===== config.mk =====
export PLATFORM = sky130hd
export DESIGN_NAME = spike_dispatcher
export DESIGN_NICKNAME = d
export VERILOG_FILES = /design/src/rtl/snn_pkg.sv /design/src/rtl/dispatch_slot.sv /design/src/rtl/spike_dispatcher.sv
export SDC_FILE = /design/constraint.sdc
export NUM_CORES = 1
export LEC_CHECK = 0
export CAP_MARGIN = 40
export CORE_MARGIN = 4
export CORE_UTILIZATION = 44
export CTS_BUF_LIST = sky130_fd_sc_hd__clkbuf_8
export DETAILED_ROUTE_END_ITERATION = 10
export PLACE_DENSITY = 0.74
export SLEW_MARGIN = 20
export SYNTH_ARGS = -nofsm -noshare
export SYNTH_HDL_FRONTEND = slang
export SYNTH_SLANG_ARGS = --single-unit

===== constraint.sdc =====
create_clock -name clk -period 2.92 [get_ports clk]
set_input_delay 0.584 -clock clk [delete_from_list [all_inputs] [get_ports clk]]
set_output_delay 0.584 -clock clk [all_outputs]
set_load 0.05 [all_outputs]

===== src/rtl/snn_pkg.sv =====
// Shared types and defaults for the spike dispatch path.
package snn_pkg;

  typedef enum logic [1:0] {
    ST_RUN,
    ST_PAD,
    ST_DONE
  } state_e;

  localparam int unsigned DWID_DEF     = 32;
  localparam int unsigned CNTWID_DEF   = 16;
  localparam logic [31:0] PAD_WORD_DEF = '0;

endpackage


===== src/rtl/dispatch_slot.sv =====
// One-entry valid/ready output register feeding a single synaptic core.
module dispatch_slot
  import snn_pkg::*;
#(
  parameter int unsigned DWID = DWID_DEF
) (
  input  logic            clk,
  input  logic            rst_n,
  input  logic            load_i,
  input  logic [DWID-1:0] load_data_i,
  input  logic            ready_i,
  output logic            valid_o,
  output logic [DWID-1:0] data_o,
  output logic            free_o
);

  logic            valid_q;
  logic [DWID-1:0] data_q;

  // Free when empty or draining this cycle, so load and drain can coincide.
  assign free_o  = !valid_q || ready_i;
  assign valid_o = valid_q;
  assign data_o  = data_q;

  always_ff @(posedge clk or negedge rst_n) begin
    if (!rst_n) begin
      valid_q <= 1'b0;
      data_q  <= '0;
    end else if (load_i) begin
      valid_q <= 1'b1;
      data_q  <= load_data_i;
    end else if (ready_i) begin
      valid_q <= 1'b0;
    end
  end

endmodule


===== src/rtl/spike_dispatcher.sv =====
// Deals a timestep-framed spike stream alternately to two cores, padding core 1 on odd counts.
module spike_dispatcher
  import snn_pkg::*;
#(
  parameter int unsigned     DWID     = DWID_DEF,
  parameter int unsigned     CNTWID   = CNTWID_DEF,
  parameter logic [DWID-1:0] PAD_WORD = DWID'(PAD_WORD_DEF)
) (
  input  logic              clk,
  input  logic              rst_n,
  input  logic              in_valid,
  output logic              in_ready,
  input  logic [DWID-1:0]   in_data,
  input  logic              in_last,
  output logic              ipt0_valid,
  input  logic              ipt0_ready,
  output logic [DWID-1:0]   sparse_bits0,
  output logic              ipt1_valid,
  input  logic              ipt1_ready,
  output logic [DWID-1:0]   sparse_bits1,
  output logic              step_done,
  output logic [CNTWID-1:0] step_words,
  output logic              busy
);

  state_e            state_q;
  logic              tgt_q;
  logic [CNTWID-1:0] cnt_q;
  logic [CNTWID-1:0] cnt_d;
  logic              step_done_q;
  logic [CNTWID-1:0] step_words_q;

  logic            free0, free1;
  logic            accept;
  logic            load0, load1;
  logic [DWID-1:0] load1_data;
  logic            pad_load;

  assign in_ready = rst_n && (state_q == ST_RUN) && (tgt_q ? free1 : free0);
  assign accept   = in_valid && in_ready;
  assign pad_load = (state_q == ST_PAD) && free1;

  assign load0      = accept && !tgt_q;
  assign load1      = (accept && tgt_q) || pad_load;
  assign load1_data = pad_load ? PAD_WORD : in_data;

  assign cnt_d = (cnt_q == '1) ? cnt_q : cnt_q + CNTWID'(1);

  dispatch_slot #(.DWID(DWID)) u_slot0 (
    .clk         (clk),
    .rst_n       (rst_n),
    .load_i      (load0),
    .load_data_i (in_data),
    .ready_i     (ipt0_ready),
    .valid_o     (ipt0_valid),
    .data_o      (sparse_bits0),
    .free_o      (free0)
  );

  dispatch_slot #(.DWID(DWID)) u_slot1 (
    .clk         (clk),
    .rst_n       (rst_n),
    .load_i      (load1),
    .load_data_i (load1_data),
    .ready_i     (ipt1_ready),
    .valid_o     (ipt1_valid),
    .data_o      (sparse_bits1),
    .free_o      (free1)
  );

  // step_done/step_words are registered on entry to DONE so the pulse is
  // visible exactly during the DONE cycle, one cycle after the final load.
  always_ff @(posedge clk or negedge rst_n) begin
    if (!rst_n) begin
      state_q      <= ST_RUN;
      tgt_q        <= 1'b0;
      cnt_q        <= '0;
      step_done_q  <= 1'b0;
      step_words_q <= '0;
    end else begin
      step_done_q <= 1'b0;
      case (state_q)
        ST_RUN: begin
          if (accept) begin
            tgt_q <= ~tgt_q;
            cnt_q <= cnt_d;
            if (in_last) begin
              if (!tgt_q) begin
                state_q <= ST_PAD;
              end else begin
                state_q      <= ST_DONE;
                step_done_q  <= 1'b1;
                step_words_q <= cnt_d;
              end
            end
          end
        end
        ST_PAD: begin
          if (free1) begin
            state_q      <= ST_DONE;
            step_done_q  <= 1'b1;
            step_words_q <= cnt_q;
          end
        end
        ST_DONE: begin
          cnt_q   <= '0;
          tgt_q   <= 1'b0;
          state_q <= ST_RUN;
        end
        default: state_q <= ST_RUN;
      endcase
    end
  end

  assign step_done  = step_done_q;
  assign step_words = step_words_q;
  assign busy       = (cnt_q != '0) || (state_q != ST_RUN) || ipt0_valid || ipt1_valid;

endmodule


# == Word-level counts from Yosys, hierarchy flattened ==
# Cells that the tools add are included.
# classes
addsub,1
bitwise,1
eq_ne,7
reduce_logical,25
muxes,26
# op_table
op,count
$mux W16,6
$pmux W16 S2,2
$mux W32,1
$add A16 B1 Y16 const B,1
$eq A16 B16 Y1 const B,1
$reduce_bool A16 Y1,1
$mux W1,10
$reduce_bool A2 Y1,5
$mux W2,4
$ne A2 B2 Y1 const B,4
$logic_and A1 B1 Y1,6
$logic_or A1 B1 Y1,6
$reduce_and A5 Y1,1
$pmux W1 S2,2
$pmux W2 S2,1
$logic_not A1 Y1,3
$reduce_and A3 Y1,1
$eq A2 B1 Y1 const B,1
$eq A2 B2 Y1 const B,1
$logic_not A2 Y1,1
$reduce_and A2 Y1,1
$not A1 Y1,1
# word_totals
out_inout_bits,85
register_bits,102
in_bits,38

# == Depth between registers and ports, before layout ==
# Gate-level depths: netlist (run 1).
# logic_depth
depth_word,8
ltp_mapped,8
depth_no_buf,6

# == By module ==
# A second synthesis (run 1) with hierarchy kept.
# unflattened
hier_cells,413
hier_area_um2,5149.9
# modules_own_cells
module,instances,cells_per_inst,area_per_inst_um2
dispatch_slot,2,71,1378.8
spike_dispatcher,1,271,2392.3

# == Worst setup path before layout (run 1) ==
# OpenSTA, ideal clock, no wires.
# synth_timing
kind,register -> output
from,"reg u_slot1.valid_q, in the netlist u_slot1.valid_o"
to,out in_ready
path_slack_ns,0.793
arrival_ns,1.543
path_stages_with_launch,5
n_path_buf,1
path_cell_list,dfrtp_1 > nor2b_1 > clkbuf_1 > a21oi_1 > and3_1
# synth_via
elab_chain_cells,4
# synth_lines
item,line_no,rtl
from (decl),dispatch_slot.sv:17,logic valid_q;
from (signal assigned),dispatch_slot.sv:27,valid_q <= 1'b0;
from (signal assigned),dispatch_slot.sv:30,valid_q <= 1'b1;
from (signal assigned),dispatch_slot.sv:33,valid_q <= 1'b0;
$logic_not A1 Y1,dispatch_slot.sv:21,assign free_o = !valid_q || ready_i;
$logic_or A1 B1 Y1,dispatch_slot.sv:21,
$mux W1,spike_dispatcher.sv:39,assign in_ready = rst_n && (state_q == ST_RUN) && (tgt_q ? free1 : free0);
$logic_and A1 B1 Y1,spike_dispatcher.sv:39,
to (decl),spike_dispatcher.sv:12,"output logic in_ready,"
# No other way between the ends.

# == Worst setup path in the final report (run 1) ==
# layout_timing
from,reg cnt_q[4]
to,out busy
# layout_via
elab_chain_cells,4
# layout_lines
item,line_no,rtl
from (decl),spike_dispatcher.sv:28,logic [CNTWID-1:0] cnt_q;
from (signal assigned),spike_dispatcher.sv:86,cnt_q <= cnt_d;
$reduce_bool A16 Y1,spike_dispatcher.sv:117,assign busy = (cnt_q != '0) || (state_q != ST_RUN) || ipt0_valid || ipt1_valid;
$logic_or A1 B1 Y1 (3 in a row),spike_dispatcher.sv:117,
to (decl),spike_dispatcher.sv:23,output logic busy
# No other way between the ends.

==> metrics.yaml, run 1 <==
logic_synthesis:
  ys_ff_latch: 102
  seq_area_frac_synth_pct: 54.9
  synthDistinctLibCells: 56
  synthArstFlopShare_pct: 100
  synthMostInstantiatedCell: "dfrtp_1"
  synth_top_cell_area_share_pct: 54.9
  yosys-top-cells-area: "dfrtp_1, mux2_2, nand2_1"
  synth_cells: 454
  synth_common_cells: "dfrtp_1, nand2_1, a21oi_1, mux2_2, clkbuf_1"
  synth_ff_type: "dfrtp_1"
  yosys.area.top_type: "dfrtp_1"
  synthesis.nets: 494
  ys.warnings.count: 0
  synth-edff-count: 0
  syn-cell-area_mm2: 0.00465
  synth_area_per_cell_um2: 10.2
clock_network:
  clk_pin_slew_ps: 100
  cts_made_buffers: 9
  clkLatencyLatePin_ps: 370
  cts_max_path_buffers: 2
  cts_tree: "done"
  cts_sinks: 102
  cts-root-buf: "clkbuf_8"
  htree_levels: 3
place:
  io_buffers: 122
  dp.cells: 692
  postPlaceCellArea_mm2: 0.00599
  dp_worst_setup_slack_ps: 394
  gp_congestion: 0.867
  dp_hpwl_mm: 9.11
critical_path:
  ff2ff_path_depth: 5
  crit_type: "flop to primary output"
  crit_required_ps: 2340
  endpoint_kind: "primary output"
  worst_ep_arrival_time_ps: 2070
  cp-start-kind: "flop"
  cp_max_fo: 9
pwr:
  power_mw: 6.95
  leakagePower_nw: 2.59
  power_density_mw_per_mm2: 1120
  irDropWorstVdd_mv: 0.764
final_layout:
  fillCellCount: 885
  diodes: 0
  final_cell_area_mm2: 0.00622
  drive_gt1_share_pct: 13.6
  area_growth_pct: 33.9
  instances_no_fill: 709
  layout.nets: 608
  utilization_pct: 60.3
floorplanning:
  start_util_pct: 45.0
  ios: 123
  placeableCoreArea_mm2: 0.0103
  dieArea_mm2: 0.0123
  die_h_um: 111
  placementRows: 37
  die_w_um: 111
grt:
  grt_max_degree: 61
  grt_pass1_wl_mm: 20.6
  grt_pass1_vias: 3993
  antenna_found_initial: 1
  track_usage_pct: 20.8
  grt_overflow: 0
worst_hold_path:
  hold_class: "primary input to asynchronous set/reset pin"
timing:
  finalHoldViolations: 0
  finalCritPeriodShare_pct: 91.0
  worst_slew_pin_slew_ps: 609
  fin_hold_ws_ps: 126
  fin_crit_ps: 2660
  tns_ps: 0
  rsz0062_at_grt: "false"
  relSlewSlack_pct: 59.4
  slew_viol_final: 0
  setup_slack_ps: 262
  finalClockSkew_ps: 10.2
  max_freq_mhz: 376
  finalSetupViolCount: 0
route:
  routed_via_density: 5.51
  drt_iter0_markers: 182
  route.vias.total: 3907
  drtAntennaViolNets: 0
  drt_pass1_iterations: 5
  drt_wl_total_mm: 12.7
  wire_per_inst_um: 17.9
  drc: 0
status:
  status: "finished, final reports clean"
flow_run:
  cap_violations: 0
## kinds of logic (layout without fill, tap and decap cells)
kind of cell | Yosys count | in the layout | share of synthesized area, %
AND/OR/NAND/NOR | 170 | 170 | 18.3
flip-flops | 102 | 102 | 54.9
AO/OA/AOI/OAI | 97 | 97 | 12.4
buffers and inverters | 39 | 158 | 3.69
multiplexers | 36 | 36 | 8.64
XOR/XNOR | 8 | 8 | 1.51
adder cells (fa/ha/maj) | 2 | 2 | 0.538
## registers in the layout, summed over array words and instances (netlist names)
signal / cells
cnt_q: 16
state_q: 2
step_done: 1
step_words: 16
tgt_q: 1
u_slot0.data_o: 32
u_slot0.valid_o: 1
u_slot1.data_o: 32
u_slot1.valid_o: 1
## final cells by class
type | instances | area, um2 | share of cell area, %
multi-input cells | 313 | 1940 | 31.1
repair buffers | 135 | 1330 | 21.4
clock inverters | 7 | 81.3 | 1.31
well taps | 136 | 170 | 2.73
clock buffers | 9 | 124 | 1.99
inverters | 7 | 26.3 | 0.422
flip-flops and latches | 102 | 2550 | 41.0
## power by group
group          internal, mW  leakage (nW)  switching (mW)
sequential             1.91          1.31           0.321
combinational          1.29          1.18            2.50
clock                 0.410         0.105           0.514
## final timing paths
kind                          startpoint           endpoint  slack [ps]
hold / removal                     rst_n          cnt_q[15]         130
setup / recovery                cnt_q[4]               busy         260
setup reg to reg                cnt_q[0]          cnt_q[13]         580
max in group asynchronous          rst_n  u_slot1.data_o[0]        1710
min in group clk           step_words[8]      step_words[8]         480
hold reg to reg            step_words[8]      step_words[8]         480
## critical path, cell delays in order, from the launching register on
cell and delay [ps]:
dfrtp_1 500, nor4_1 360, and4_1 270, nand4_1 120, dlygate4sd2_1 460
## placed cells by master, fill, tap and decap left out, drive strengths merged, types with 4 or more instances in the layout
master | synthesis | routed
clkdlybuf4s50 | 0 | 119
dfrtp | 102 | 102
nand2 | 85 | 85
a21oi | 47 | 47
mux2 | 33 | 33
o21ai | 23 | 23
nor2 | 20 | 20
buf | 9 | 15
nor3 | 11 | 11
inv | 7 | 11
clkbuf | 23 | 9
and3 | 9 | 9
nand3 | 8 | 8
nor4 | 7 | 7
nand4 | 7 | 7
xor2 | 6 | 6
a31oi | 5 | 5
nor2b | 4 | 4
a311oi | 4 | 4
## per-layer routing
metal  wire, um  share of wire [%]  GRT usage, %
met5         13               0.10             0
met4        200                1.6          5.09
met2       6120                 48          34.3
met1       4990                 39          24.6
met3       1410                 11          10.1
## what timing repair did
action,4_1_cts,5_1_grt
hold buffers,0,0
setup endpoints to repair,1,0
buffers inserted,0,0
gates resized for setup,1,0
No activity file was read; power rests on OpenSTA's default activity.
==> inputs of run 2 (changes only) <==
- GPL_TIMING_DRIVEN: not set -> 0
==> run 2 against run 1 <==
Net effect:
- clock skew rose by 1.2 ps
- hold slack better by 15 ps
- sequential cell count unchanged
- via count is 0.92% higher
- utilization grew 0.91 points
- wire length fell by 2.4%
- cell area rose by 1.5%
- cell count increased by 2.8%
- critical path depth up 1
- highest routed layer is now met4
==> metrics.yaml, run 2 (synthesis results as in run 1) <==
final_layout:
  area_growth_pct: 35.9  # was 33.9%
  drive_gt1_share_pct: 12.8  # was 13.6%
  instances_no_fill: 729  # was 709
  final_cell_area_mm2: 0.00632  # was 0.00622 mm2
  layout.nets: 628  # was 608
  fillCellCount: 881  # was 885
  diodes: 0  # unchanged
  layout_common_cells: "clkdlybuf4s50_1, dfrtp_1, nand2_1"  # unchanged
  utilization_pct: 61.2  # was 60.3%
  layout_commonest_cell: "clkdlybuf4s50_1"  # unchanged
critical_path:
  timing.rr.end: "cnt_q[0]"  # was cnt_q[13]
  ff2ff_path_depth: 6  # was 5
  cp_max_fo: 3  # was 9
  worst_ep_arrival_time_ps: 2200  # was 2070 ps
  endpoint_kind: "primary output"  # unchanged
  rrSetupSlack_ps: 540  # was 580 ps
  r2r_start: "state_q[0]"  # was cnt_q[0]
  crit_type: "primary input to primary output"  # was flop to primary output
  cp-start-kind: "primary input"  # was flop
  crit_required_ps: 2340  # about the same
grt:
  antenna_found_initial: 0  # was 1
  grt_pass1_vias: 4076  # was 3,993
  gr-usage-met3_pct: 10.5  # was 10.1%
  grt_pass1_wl_mm: 21.1  # was 20.6 mm
  track_usage_pct: 21.1  # was 20.8%
  grtUsageMet2_pct: 32.0  # was 34.3%
  use_met1_pct: 26.9  # was 24.6%
  grt_max_degree: 58  # was 61
  gr-max-usage-layer: "met2"  # unchanged
  grt_overflow: 0  # unchanged
pwr:
  power_density_mw_per_mm2: 1120  # about the same
  leakagePower_nw: 2.64  # was 2.59 nW
  irDropWorstVdd_mv: 0.851  # was 0.764 mV
place:
  io_buffers: 122  # unchanged
  dp_worst_setup_slack_ps: -237  # was 394 ps
  postPlaceCellArea_mm2: 0.00607  # was 0.00599 mm2
  gp_congestion: 0.901  # was 0.867
  dp_hpwl_mm: 9.02  # was 9.11 mm
  dp.cells: 713  # was 692
route:
  wire_per_inst_um: 17.0  # was 17.9 um
  routed_via_density: 5.41  # was 5.51
  drtAntennaViolNets: 0  # unchanged
  route.vias.total: 3943  # was 3,907
  drt_iter0_markers: 213  # was 182
  drt_pass1_iterations: 5  # unchanged
  drt_wl_total_mm: 12.4  # was 12.7 mm
  drc: 0  # unchanged
clock_network:
  clkLatencyLatePin_ps: 370  # about the same
  htree_levels: 3  # unchanged
  cts_made_buffers: 9  # unchanged
  ctsHoldBuffers: 0  # unchanged
  cts_sinks: 102  # unchanged
  clk_pin_slew_ps: 100  # about the same
  cts_max_path_buffers: 2  # unchanged
  cts-root-buf: "clkbuf_8"  # unchanged
  cts_tree: "done"  # unchanged
status:
  status: "finished, final reports clean"  # unchanged
floorplanning:
  start_util_pct: 45.0  # unchanged
  die_h_um: 111  # unchanged
  dieArea_mm2: 0.0123  # unchanged
  die_w_um: 111  # unchanged
  ios: 123  # unchanged
  placeableCoreArea_mm2: 0.0103  # unchanged
  placementRows: 37  # unchanged
timing:
  setup_slack_ps: 138  # was 262 ps
  finalCritPeriodShare_pct: 95.3  # was 91.0%
  finalHoldViolations: 0  # unchanged
  finalSetupViolCount: 0  # unchanged
  worst_slew_pin_slew_ps: 728  # was 609 ps
  max_freq_mhz: 359  # was 376 MHz
  fin_crit_ps: 2780  # was 2660 ps
  rsz0062_at_grt: "true"  # was false
  slew_viol_final: 0  # unchanged
  finalClockSkew_ps: 11.4  # was 10.2 ps
  tns_ps: 0  # unchanged
  relSlewSlack_pct: 51.4  # was 59.4%
flow_run:
  cap_violations: 0  # unchanged
worst_hold_path:
  hold_class: "primary input to asynchronous set/reset pin"  # unchanged
[run 2: cell count changes in the layout (fill, tap and decap cells not counted), moves of 2 or more]
cell,delta
clkbuf_2,+2
bufinv_16,+2
buf_6,+3
buf_2,+7
inv_8,-2
clkbuf_1,+21
buf_4,-14
[run 2: final cells by class]
cell class                      count  area, um2  area share (%)
Sequential cell                   102       2550            40.4
Multi-Input combinational cell    313       1930            30.5
Timing Repair Buffer              123       1250            19.8
Tap cell                          136        170            2.69
Buffer                             32        146            2.32
Clock buffer                        9        124            1.96
Clock inverter                      7        121            1.92
Inverter                            7       26.3           0.416
[run 2: per-stage QoR]
step | hold WS, ps | power, mW
4_1_cts | 137 | 7.16
3_5_place_dp | 469 | 6.06
6_report | 141 | 7.10
5_1_grt | 150 | 7.48
2_1_floorplan | 288 | 4.70
3_3_place_gp | 460 | 6.00
[run 2: worst max-delay path by stage]
stage                          from       end  slack (ps)  cells past startpoint
global route                  rst_n  cnt_q[0]         -60                      8
floorplan           u_slot1.valid_o  in_ready         790                      4
detailed placement            rst_n  cnt_q[0]        -240                      8
finish                   ipt0_ready  in_ready         140                      5
global placement              rst_n  in_ready       -3540                      3
CTS                      ipt1_ready  in_ready         130                      6
[run 2: layer usage]
layer | routed length, um | part of all wire, %
met5 | 0 | 0
met2 | 5720 | 46
met3 | 1470 | 12
met1 | 5090 | 41
met4 | 150 | 1.2
[run 2: worst max-delay path, stage by stage]
cell	delay (ps)
clkdlybuf4s50_1	430
nor3b_1	430
a21oi_1	80
and3_1	220
clkdlybuf4s15_1	450
[run 2: report_power, final]
part           switching, mW  leakage [nW]  internal [mW]
combinational           2.53          1.21           1.29
sequential             0.291          1.31           1.91
clock                  0.506         0.124          0.574
[run 2: what timing repair did]
action / in CTS / in global routing
setup buffers: 0 / 0
endpoints found under the setup margin: 2 / 29
pin swaps: 0 / 0
gates resized for setup: 2 / 4
